**src/rtl/dual_port_ram.sv**
```systemverilog
// True dual-port synchronous RAM with byte enables, 1-2 cycle registered reads and
// a post-reset clear engine that zeroes every word before any port request is accepted.

module dpr_port #(
    parameter int DATA_WIDTH     = 16,
    parameter int ADDR_WIDTH     = 4,
    parameter int IDX_W          = 4,
    parameter int DEPTH          = 16,
    parameter int READ_LATENCY   = 1,
    parameter int COLLISION_MODE = 0
) (
    input  logic                    clk,
    input  logic                    rst_n,
    input  logic                    ready,
    input  logic                    cs,
    input  logic                    we,
    input  logic [ADDR_WIDTH-1:0]   addr,
    input  logic [DATA_WIDTH-1:0]   mem_word,
    input  logic                    peer_wr,
    input  logic [ADDR_WIDTH-1:0]   peer_addr,
    input  logic [DATA_WIDTH/8-1:0] peer_be,
    input  logic [DATA_WIDTH-1:0]   peer_wdata,
    output logic                    wr_en,
    output logic [IDX_W-1:0]        idx,
    output logic [DATA_WIDTH-1:0]   rdata,
    output logic                    rvalid
);
    localparam logic [ADDR_WIDTH:0] DEPTH_L = (ADDR_WIDTH+1)'(DEPTH);

    logic                                    in_rng;
    logic                                    rd_en;
    logic [DATA_WIDTH-1:0]                   rd_word;
    logic [READ_LATENCY-1:0]                 vld_q, vld_d;
    logic [READ_LATENCY:0]                   vld_pipe;
    logic [READ_LATENCY-1:0][DATA_WIDTH-1:0] dat_q, dat_d;
    logic [READ_LATENCY:0][DATA_WIDTH-1:0]   dat_pipe;

    assign in_rng = {1'b0, addr} < DEPTH_L;
    assign idx    = addr[IDX_W-1:0];
    assign wr_en  = ready && cs && we && in_rng;
    assign rd_en  = ready && cs && !we;

    // Out-of-range reads still complete, returning zero.
    always_comb begin
        rd_word = '0;
        if (in_rng) begin
            rd_word = mem_word;
            if (COLLISION_MODE == 1 && peer_wr && peer_addr == addr) begin
                for (int b = 0; b < DATA_WIDTH / 8; b++) begin
                    if (peer_be[b]) rd_word[8*b +: 8] = peer_wdata[8*b +: 8];
                end
            end
        end
    end

    assign vld_pipe = {vld_q, rd_en};
    assign dat_pipe = {dat_q, rd_word};
    assign rdata    = dat_pipe[READ_LATENCY];
    assign rvalid   = vld_pipe[READ_LATENCY];

    // Stages only load behind a valid, so rdata holds between completions.
    always_comb begin
        vld_d = vld_pipe[READ_LATENCY-1:0];
        dat_d = dat_q;
        for (int k = 0; k < READ_LATENCY; k++) begin
            if (vld_pipe[k]) dat_d[k] = dat_pipe[k];
        end
    end

    always_ff @(posedge clk or negedge rst_n) begin
        if (!rst_n) begin
            vld_q <= '0;
            dat_q <= '0;
        end else begin
            vld_q <= vld_d;
            dat_q <= dat_d;
        end
    end
endmodule

module dual_port_ram #(
    parameter int DATA_WIDTH     = 16,
    parameter int ADDR_WIDTH     = 4,
    parameter int DEPTH          = 16,
    parameter int READ_LATENCY   = 1,
    parameter int COLLISION_MODE = 0
) (
    input  logic                    clk,
    input  logic                    rst_n,
    input  logic                    a_cs,
    input  logic                    a_we,
    input  logic [DATA_WIDTH/8-1:0] a_be,
    input  logic [ADDR_WIDTH-1:0]   a_addr,
    input  logic [DATA_WIDTH-1:0]   a_wdata,
    output logic [DATA_WIDTH-1:0]   a_rdata,
    output logic                    a_rvalid,
    input  logic                    b_cs,
    input  logic                    b_we,
    input  logic [DATA_WIDTH/8-1:0] b_be,
    input  logic [ADDR_WIDTH-1:0]   b_addr,
    input  logic [DATA_WIDTH-1:0]   b_wdata,
    output logic [DATA_WIDTH-1:0]   b_rdata,
    output logic                    b_rvalid,
    output logic                    init_busy
);
    localparam int BYTES = DATA_WIDTH / 8;
    localparam int IDX_W = (DEPTH > 1) ? $clog2(DEPTH) : 1;
    localparam logic [IDX_W-1:0] LAST_IDX = IDX_W'(DEPTH - 1);

    typedef enum logic {CLEAR, READY} state_e;

    state_e                          state_q, state_d;
    logic [IDX_W-1:0]                cnt_q, cnt_d;
    logic [DATA_WIDTH-1:0]           mem_q [DEPTH];
    logic                            ready;
    logic [1:0]                      cs, we, wr_en, rvalid;
    logic [1:0][BYTES-1:0]           be;
    logic [1:0][ADDR_WIDTH-1:0]      addr;
    logic [1:0][DATA_WIDTH-1:0]      wdata, rdata, mem_word;
    logic [1:0][IDX_W-1:0]           idx;

    assign cs    = {b_cs, a_cs};
    assign we    = {b_we, a_we};
    assign be    = {b_be, a_be};
    assign addr  = {b_addr, a_addr};
    assign wdata = {b_wdata, a_wdata};
    assign {b_rdata, a_rdata}   = rdata;
    assign {b_rvalid, a_rvalid} = rvalid;

    assign init_busy = (state_q == CLEAR);
    assign ready     = (state_q == READY);

    always_comb begin
        state_d = state_q;
        cnt_d   = cnt_q;
        if (state_q == CLEAR) begin
            cnt_d = cnt_q + 1'b1;
            if (cnt_q == LAST_IDX) state_d = READY;
        end
    end

    always_ff @(posedge clk or negedge rst_n) begin
        if (!rst_n) begin
            state_q <= CLEAR;
            cnt_q   <= '0;
        end else begin
            state_q <= state_d;
            cnt_q   <= cnt_d;
        end
    end

    // Port A is applied last so it owns any byte both ports enable.
    always_ff @(posedge clk) begin
        if (init_busy) mem_q[cnt_q] <= '0;
        for (int p = 1; p >= 0; p--) begin
            if (wr_en[p]) begin
                for (int b = 0; b < BYTES; b++) begin
                    if (be[p][b]) mem_q[idx[p]][8*b +: 8] <= wdata[p][8*b +: 8];
                end
            end
        end
    end

    for (genvar p = 0; p < 2; p++) begin : g_port
        localparam int PEER = 1 - p;
        assign mem_word[p] = mem_q[idx[p]];
        dpr_port #(
            .DATA_WIDTH    (DATA_WIDTH),
            .ADDR_WIDTH    (ADDR_WIDTH),
            .IDX_W         (IDX_W),
            .DEPTH         (DEPTH),
            .READ_LATENCY  (READ_LATENCY),
            .COLLISION_MODE(COLLISION_MODE)
        ) u_port (
            .clk       (clk),
            .rst_n     (rst_n),
            .ready     (ready),
            .cs        (cs[p]),
            .we        (we[p]),
            .addr      (addr[p]),
            .mem_word  (mem_word[p]),
            .peer_wr   (wr_en[PEER]),
            .peer_addr (addr[PEER]),
            .peer_be   (be[PEER]),
            .peer_wdata(wdata[PEER]),
            .wr_en     (wr_en[p]),
            .idx       (idx[p]),
            .rdata     (rdata[p]),
            .rvalid    (rvalid[p])
        );
    end
endmodule

```
**config.mk**
```make
export PLATFORM = sky130hd
export DESIGN_NAME = dual_port_ram
export DESIGN_NICKNAME = d
export VERILOG_FILES = /design/src/rtl/dual_port_ram.sv
export SDC_FILE = /design/constraint.sdc
export NUM_CORES = 1
export LEC_CHECK = 0
export BUFFER_PORTS_ARGS = -buffer_cell sky130_fd_sc_hd__buf_2
export CAP_MARGIN = 20
export CORE_MARGIN = 2
export CORE_UTILIZATION = 45
export DETAILED_ROUTE_END_ITERATION = 10
export GPL_TIMING_DRIVEN = 0
export PLACE_DENSITY = 0.64
export SLEW_MARGIN = 20
export SYNTH_ARGS = -nofsm -noshare
export SYNTH_HDL_FRONTEND = slang
export SYNTH_SLANG_ARGS = --single-unit
```
**constraint.sdc**
```tcl
create_clock -name clk -period 4 [get_ports clk]
set_input_delay 0.8 -clock clk [delete_from_list [all_inputs] [get_ports clk]]
set_output_delay 0.8 -clock clk [all_outputs]
set_load 0.03 [all_outputs]
```
==> results_dict.tcl, run 1 <==
set metrics [dict create \
    power.leakage_nw 7.14 \
    cts-root-buf "clkbuf_16" \
    timing.fmax_mhz 314 \
    io_buffers 64 \
    setup_viol 0 \
    cts_resized 0 \
    grt_overflow 0 \
    post_cts_buffers 0 \
    synth.distinct_cells 50 \
    synth.area.top_cells "edfxtp_1 (45%), mux4_2 (12%), nand2_1 (6.5%)" \
    ioPinCount 85 \
    tightestPinTransition_ns 1.08 \
    p_seq_share_pct 48.3 \
    grt_setup_unrepaired "false" \
    ys_seq_elements 295 \
    syn_area_um2 17000 \
    end_kind "flip-flop" \
    dp.final_hpwl_mm 43.8 \
    place_congestion 0.961 \
    p_clk_share_pct 40.2 \
    ys_warn_count 0 \
    setup_tns_ns 0 \
    outcome "finished clean" \
    first_iter_violations 1823 \
    std_cell_rows 71 \
    postRouteAntennaNets 0 \
    fin_crit_sh_pct 79.7 \
    cts_tree "built" \
    nFillCells 3273 \
    drc_errors 0 \
    maxCapViolCount 0 \
    slew_headroom_pct 27.8 \
    cts_sinks 295 \
    r2r_start "ready$_DFF_PN0_" \
    p_comb_share_pct 11.6 \
    r2r_cells 7 \
    dieArea_um2 39400 \
    synth_nets 1479 \
    firstDrtPassIters 6 \
    synth_edf_count 256 \
    yosys.area.top_type_share_pct 45.2 \
    ir_drop_v 0.000333 \
    critPathRequiredTime_ns 4.19 \
    h-tree-depth 1 \
    syn_inst 1428 \
    clk_latency_ns 0.59 \
    cts_buffers 30 \
    coreArea_um2 37500 \
    first_global_vias 12700 \
    synth_top_area_cell "edfxtp_1" \
    antenna_found_initial 0 \
    reg2reg_to "mem_q[3][4]$_DFFE_PP_" \
    p_sw_share_pct 26.1 \
    grt_max_degree 40 \
    hold_violations 0 \
    grt_use_total_pct 28.9 \
    arrival_ns 3.37 \
    grt_pass1_wl_mm 81.7 \
    via_per_inst 6.42 \
    slew_viol_final 0 \
    initial_core_util_pct 45.4 \
    dr_total_vias 13200 \
    synth_ff_type "edfxtp_1" \
    startpoint "b_addr[1]" \
    chipWidth_um 198 \
    cts_hold_repair.buffers 0 \
    diodes 0 \
    power_switching_w 0.00185 \
    nNetsFinal 1575 \
    synth-seq-area-share_pct 50.9 \
    drive_above_1_share_pct 22.4 \
    finalClockSkew_ns 0.0251 \
    avgSynthCellArea_um2 11.9 \
    critPathCapture "mem_q[1][3]$_DFFE_PP_" \
    drt-total-wl_mm 56.9 \
    die_h_um 198 \
    critPathLaunchType "primary input" \
    p_total_w 0.00709 \
    path_class "in -> reg" \
    post-route-min-period_ns 3.19 \
    crit_path_max_fanout 10 \
    clk_path_buf_depth 3 \
    cts.clk_slew.worst_paths_ns 0.06 \
    async_flop_share_pct 13.2 \
    wl_per_cell_um 27.6 \
    area_growth_pct 11.3 \
    p_per_area_nw_per_um2 374 \
    hold_class "in -> async" \
    internal_power_w 0.00524 \
    ff2ff_setup_slack_ns 0.93 \
]
==> area by class of cell <==
type	count	area [um2]	share of cell area (%)
Clock inverter	12	114	0.601
Inverter	6	22.5	0.119
Sequential cell	295	8660	45.7
Multi-Input combinational cell	984	7540	39.8
Tap cell	511	639	3.37
Timing Repair Buffer	64	320	1.69
Clock buffer	44	855	4.51
Buffer	143	795	4.19
==> metal layers <==
layer / global-route usage, % / vias up / part of all wire (%)
met3: 4.83 / 124 / 12
met1: 40.0 / 6634 / 39
met5: 0 / - / 0
met2: 45.8 / 852 / 46
li1: - / 5612 / -
met4: 11.1 / 0 / 3.6
==> cells by family (layout without fill, tap and decap cells) <==
group           after synthesis  after routing  synth area share, %
compound gates              411            411                 14.0
fa+ha+maj                     1              1               0.0735
mux                         185            185                 18.2
simple gates                384            384                 11.8
flops                       295            295                 50.9
buf+inv                     149            269                 4.80
xor+xnor                      3              3                0.154
==> critical path: stages <==
cell and delay [ns]:
buf_2 0.20, clkbuf_1 0.83, inv_1 0.21, a31oi_2 0.77, o21bai_1 0.55
==> layout by cell type (no fill, tap or decap), types with 3 or more instances in the layout <==
| cell type | instances |
|---|---|
| a211oi_1 | 12 |
| a21oi_1 | 12 |
| a22o_1 | 15 |
| a22oi_1 | 27 |
| a31oi_2 | 4 |
| buf_2 | 100 |
| buf_4 | 29 |
| buf_6 | 8 |
| clkbuf_1 | 76 |
| clkbuf_16 | 31 |
| clkbuf_8 | 3 |
| clkinv_2 | 6 |
| dfrtp_1 | 39 |
| edfxtp_1 | 256 |
| inv_1 | 5 |
| mux2_2 | 22 |
| mux2i_1 | 67 |
| mux4_1 | 6 |
| mux4_2 | 90 |
| nand2_1 | 294 |
| nand2_2 | 3 |
| nand2b_1 | 7 |
| nand3_1 | 11 |
| nand3_4 | 3 |
| nand3b_4 | 3 |
| nor2_1 | 18 |
| nor3_4 | 32 |
| o21ai_0 | 216 |
| o21ai_1 | 70 |
| o21bai_1 | 32 |
| o221ai_1 | 4 |
| o22ai_1 | 12 |
| xnor2_1 | 3 |
==> registers in the layout, summed over array words and instances (netlist names) <==
| register | flops |
|---|---|
| cnt_q | 4 |
| g_port.u_port.rdata | 32 |
| mem_q | 256 |
| g_port.u_port.rvalid | 2 |
| ready | 1 |
==> worst min-delay path by stage <==
stage | slack (ns) | endpoint | startpoint | cells after the start
after floorplan | 0.50 | cnt_q[0]$_DFFE_PN0N_ | rst_n | 0
after global placement | 0.50 | g_port[0].u_port.rdata[14]$_DFFE_PN0P_ | g_port[0].u_port.rdata[14]$_DFFE_PN0P_ | 2
after detailed placement | 0.50 | g_port[0].u_port.rdata[14]$_DFFE_PN0P_ | g_port[0].u_port.rdata[14]$_DFFE_PN0P_ | 2
after CTS | 0.39 | g_port[1].u_port.rdata[13]$_DFFE_PN0P_ | rst_n | 1
after global routing | 0.44 | g_port[0].u_port.rdata[13]$_DFFE_PN0P_ | rst_n | 1
final | 0.37 | g_port[1].u_port.rdata[13]$_DFFE_PN0P_ | rst_n | 1
==> through the flow <==
stage                     std cells  setup slack (ns)  area (um2)  utilization, %  hold slack (ns)
after floorplan                1428              1.40       17000               -            0.504
after global placement         2003             0.404       18000            48.0            0.501
after detailed placement       2003             0.357       18000            48.0            0.497
after CTS                      2059             0.954       18900            50.5            0.394
after global routing           2059             0.842       18900            50.5            0.440
final                          2059             0.814       18900            50.5            0.367
==> cells in the mapped netlist (2+ instances only) <==
master,n
o21ai_0,216
mux2_2,22
buf_6,8
nor3_4,32
nand3_4,3
mux4_2,90
o221ai_1,4
inv_1,5
a22o_1,15
clkbuf_1,66
nand2_2,3
o21ai_1,70
mux4_1,6
dfrtp_1,39
buf_2,36
buf_12,2
buf_4,29
a22oi_1,27
edfxtp_1,256
nor3b_1,2
o22ai_1,12
and2_1,2
nand2_1,294
nand3b_4,3
nor2_1,18
a31oi_2,4
mux2i_1,67
nand2b_1,7
o211ai_2,2
nand3_1,11
a211oi_1,12
o21bai_1,32
xnor2_1,3
o211ai_1,2
nor2b_1,2
a21oi_1,12
==> power by group through the flow <==
stage               Combinational (W)  Sequential [W]  Clock [W]
floorplan                    0.000431         0.00356          0
global placement             0.000787         0.00348          0
detailed placement           0.000802         0.00348          0
CTS                          0.000803         0.00342    0.00283
global route                 0.000857         0.00342    0.00295
finish                       0.000820         0.00342    0.00285
(Power assumes the default switching activity.)
==> inputs of run 2 (changes only) <==
Settings changed: PLACE_DENSITY 0.64 to 0.66.
Clock period 4 ns to 2.8 ns, I/O delays scaled along.
==> results_dict.tcl, run 2 (synthesis results as in run 1) <==
set metrics [dict create \
    p_per_area_nw_per_um2 545 \
    whs_ns -0.0172 \
    arrival_ns 3.22 \
    chipWidth_um 198 \
    drt-total-wl_mm 55.2 \
    drc_errors 0 \
    cts_hold_repair.buffers 0 \
    ff2ff_setup_slack_ns -0.22 \
    critPathCapture "mem_q[4][14]$_DFFE_PP_" \
    largest_reg_flops 256 \
    r2r_cells 6 \
    firstDrtPassIters 6 \
    tightestPinTransition_ns 1.09 \
    design_area_um2 19100 \
    dr_total_vias 13000 \
    postRouteAntennaNets 0 \
    utilization_pct 51.0 \
    placed_cell_area_um2 18000 \
    place_congestion 0.945 \
    dieArea_um2 39400 \
    area_growth_pct 12.4 \
    cts_buffers 31 \
    outcome "finished, violations left" \
    layout_commonest_cell "nand2_1" \
    nNetsFinal 1576 \
    first_iter_violations 1866 \
    grt_max_degree 40 \
    slew_headroom_pct 26.9 \
    setup_viol 157 \
    clk_latency_ns 0.58 \
    grt_setup_unrepaired "true" \
    reg2reg_to "mem_q[4][14]$_DFFE_PP_" \
    cts.clk_slew.worst_paths_ns 0.06 \
    grt_pass1_wl_mm 80.8 \
    dp.final_hpwl_mm 43.2 \
    die_h_um 198 \
    fin_crit_sh_pct 108 \
    hold_violations 11 \
    cts_sinks 295 \
    std_cell_rows 71 \
    slew_viol_final 0 \
    drive_above_1_share_pct 23.6 \
    crit_path_max_fanout 10 \
    ir_drop_v 0.000504 \
    antenna_found_initial 0 \
    top_register "mem_q" \
    violations "negative hold slack, negative setup slack" \
    io_buffers 64 \
    final_cell_mix "nand2_1 (294), edfxtp_1 (256), o21ai_0 (216), buf_2 (99), mux4_2 (90)" \
    r2r_start "ready$_DFF_PN0_" \
    coreArea_um2 37500 \
    h-tree-depth 1 \
    end_kind "flip-flop" \
    first_global_vias 12600 \
    startpoint "ready$_DFF_PN0_" \
    grt_overflow 0 \
    via_per_inst 6.32 \
    ioPinCount 85 \
    maxCapViolCount 0 \
    timing.fmax_mhz 331 \
    post-route-min-period_ns 3.02 \
    initial_core_util_pct 45.4 \
    cts-root-buf "clkbuf_16" \
    path_class "reg -> reg" \
    post_cts_buffers 0 \
    grt_use_total_pct 28.2 \
    hold_class "in -> async" \
    finalWorstSetupSlack_ns -0.217 \
    cts_tree "built" \
    clk_path_buf_depth 3 \
    critPathRequiredTime_ns 3.00 \
    critPathLaunchType "flip-flop" \
    power.leakage_nw 7.26 \
    finalClockSkew_ns 0.0118 \
    wl_per_cell_um 26.8 \
]
## run 2: cell count changes in the layout (fill, tap and decap cells not counted), sizes merged
cell | before | now
bufinv | 2 | 5
clkinvlp | 1 | 2
diode | 0 | 1
inv | 7 | 6
clkinv | 8 | 6
## run 2: what timing repair did
| item | CTS | global route |
|---|---|---|
| hold endpoints to repair | 0 | 0 |
| endpoints found under the setup margin | 248 | 176 |
| gates resized for setup | 10 | 9 |
## run 2: how the worst min path moves through the flow
stage                                      startpoint                                endpoint  slack [ns]
6_report                                        rst_n  g_port[1].u_port.rdata[14]$_DFFE_PN0P_       -0.02
3_3_place_gp   g_port[0].u_port.rdata[14]$_DFFE_PN0P_  g_port[0].u_port.rdata[14]$_DFFE_PN0P_        0.50
5_1_grt                                         rst_n  g_port[1].u_port.rdata[14]$_DFFE_PN0P_        0.01
3_5_place_dp   g_port[0].u_port.rdata[14]$_DFFE_PN0P_  g_port[0].u_port.rdata[14]$_DFFE_PN0P_        0.49
4_1_cts                                         rst_n  g_port[0].u_port.rdata[13]$_DFFE_PN0P_        0.19
2_1_floorplan                                   rst_n                    cnt_q[0]$_DFFE_PN0N_        0.26
## run 2: final cells by class
cell class | instances | area (um2)
multi-input combinational | 984 | 7620
fill | 3214 | 18400
clock inverter | 13 | 208
antenna | 1 | 2.50
timing repair buffer | 64 | 323
clock buffer | 44 | 855
buffer | 143 | 795
inverter | 6 | 22.5
tap | 511 | 639
sequential | 295 | 8660
## run 2: routing by layer
layer | GRT usage [%] | vias up | share of wire (%)
li1 | - | 5599 | -
met1 | 38.4 | 6369 | 39
met2 | 44.4 | 931 | 46
met3 | 6.24 | 136 | 12
met4 | 10.2 | 0 | 3.6
met5 | 0 | - | 0
## run 2: through the flow
step                setup TNS (ns)  instances  setup slack, ns  total power (W)  hold slack [ns]
finish                      -19.39       2061           -0.217           0.0104          -0.0172
detailed placement         -118.53       2003           -0.514          0.00611            0.487
global route                -20.76       2060           -0.233           0.0106           0.0138
floorplan                        0       1428            0.439          0.00570            0.264
CTS                         -11.39       2060           -0.113           0.0104            0.192
global placement           -105.19       2003           -0.457          0.00609            0.499
## run 2: critical path: stages (launching register included)
cell,delay [ns]
dfrtp_1,0.41
o2111a_1,0.21
buf_4,0.24
buf_4,0.27
buf_6,0.23
a31oi_2,0.42
o21bai_1,0.85
## run 2: power by group
group / internal, W / switching, W / total, W
clock network: 0.00258 / 0.00179 / 0.00437
registers: 0.00483 / 0.0000532 / 0.00489
logic: 0.000363 / 0.000809 / 0.00117
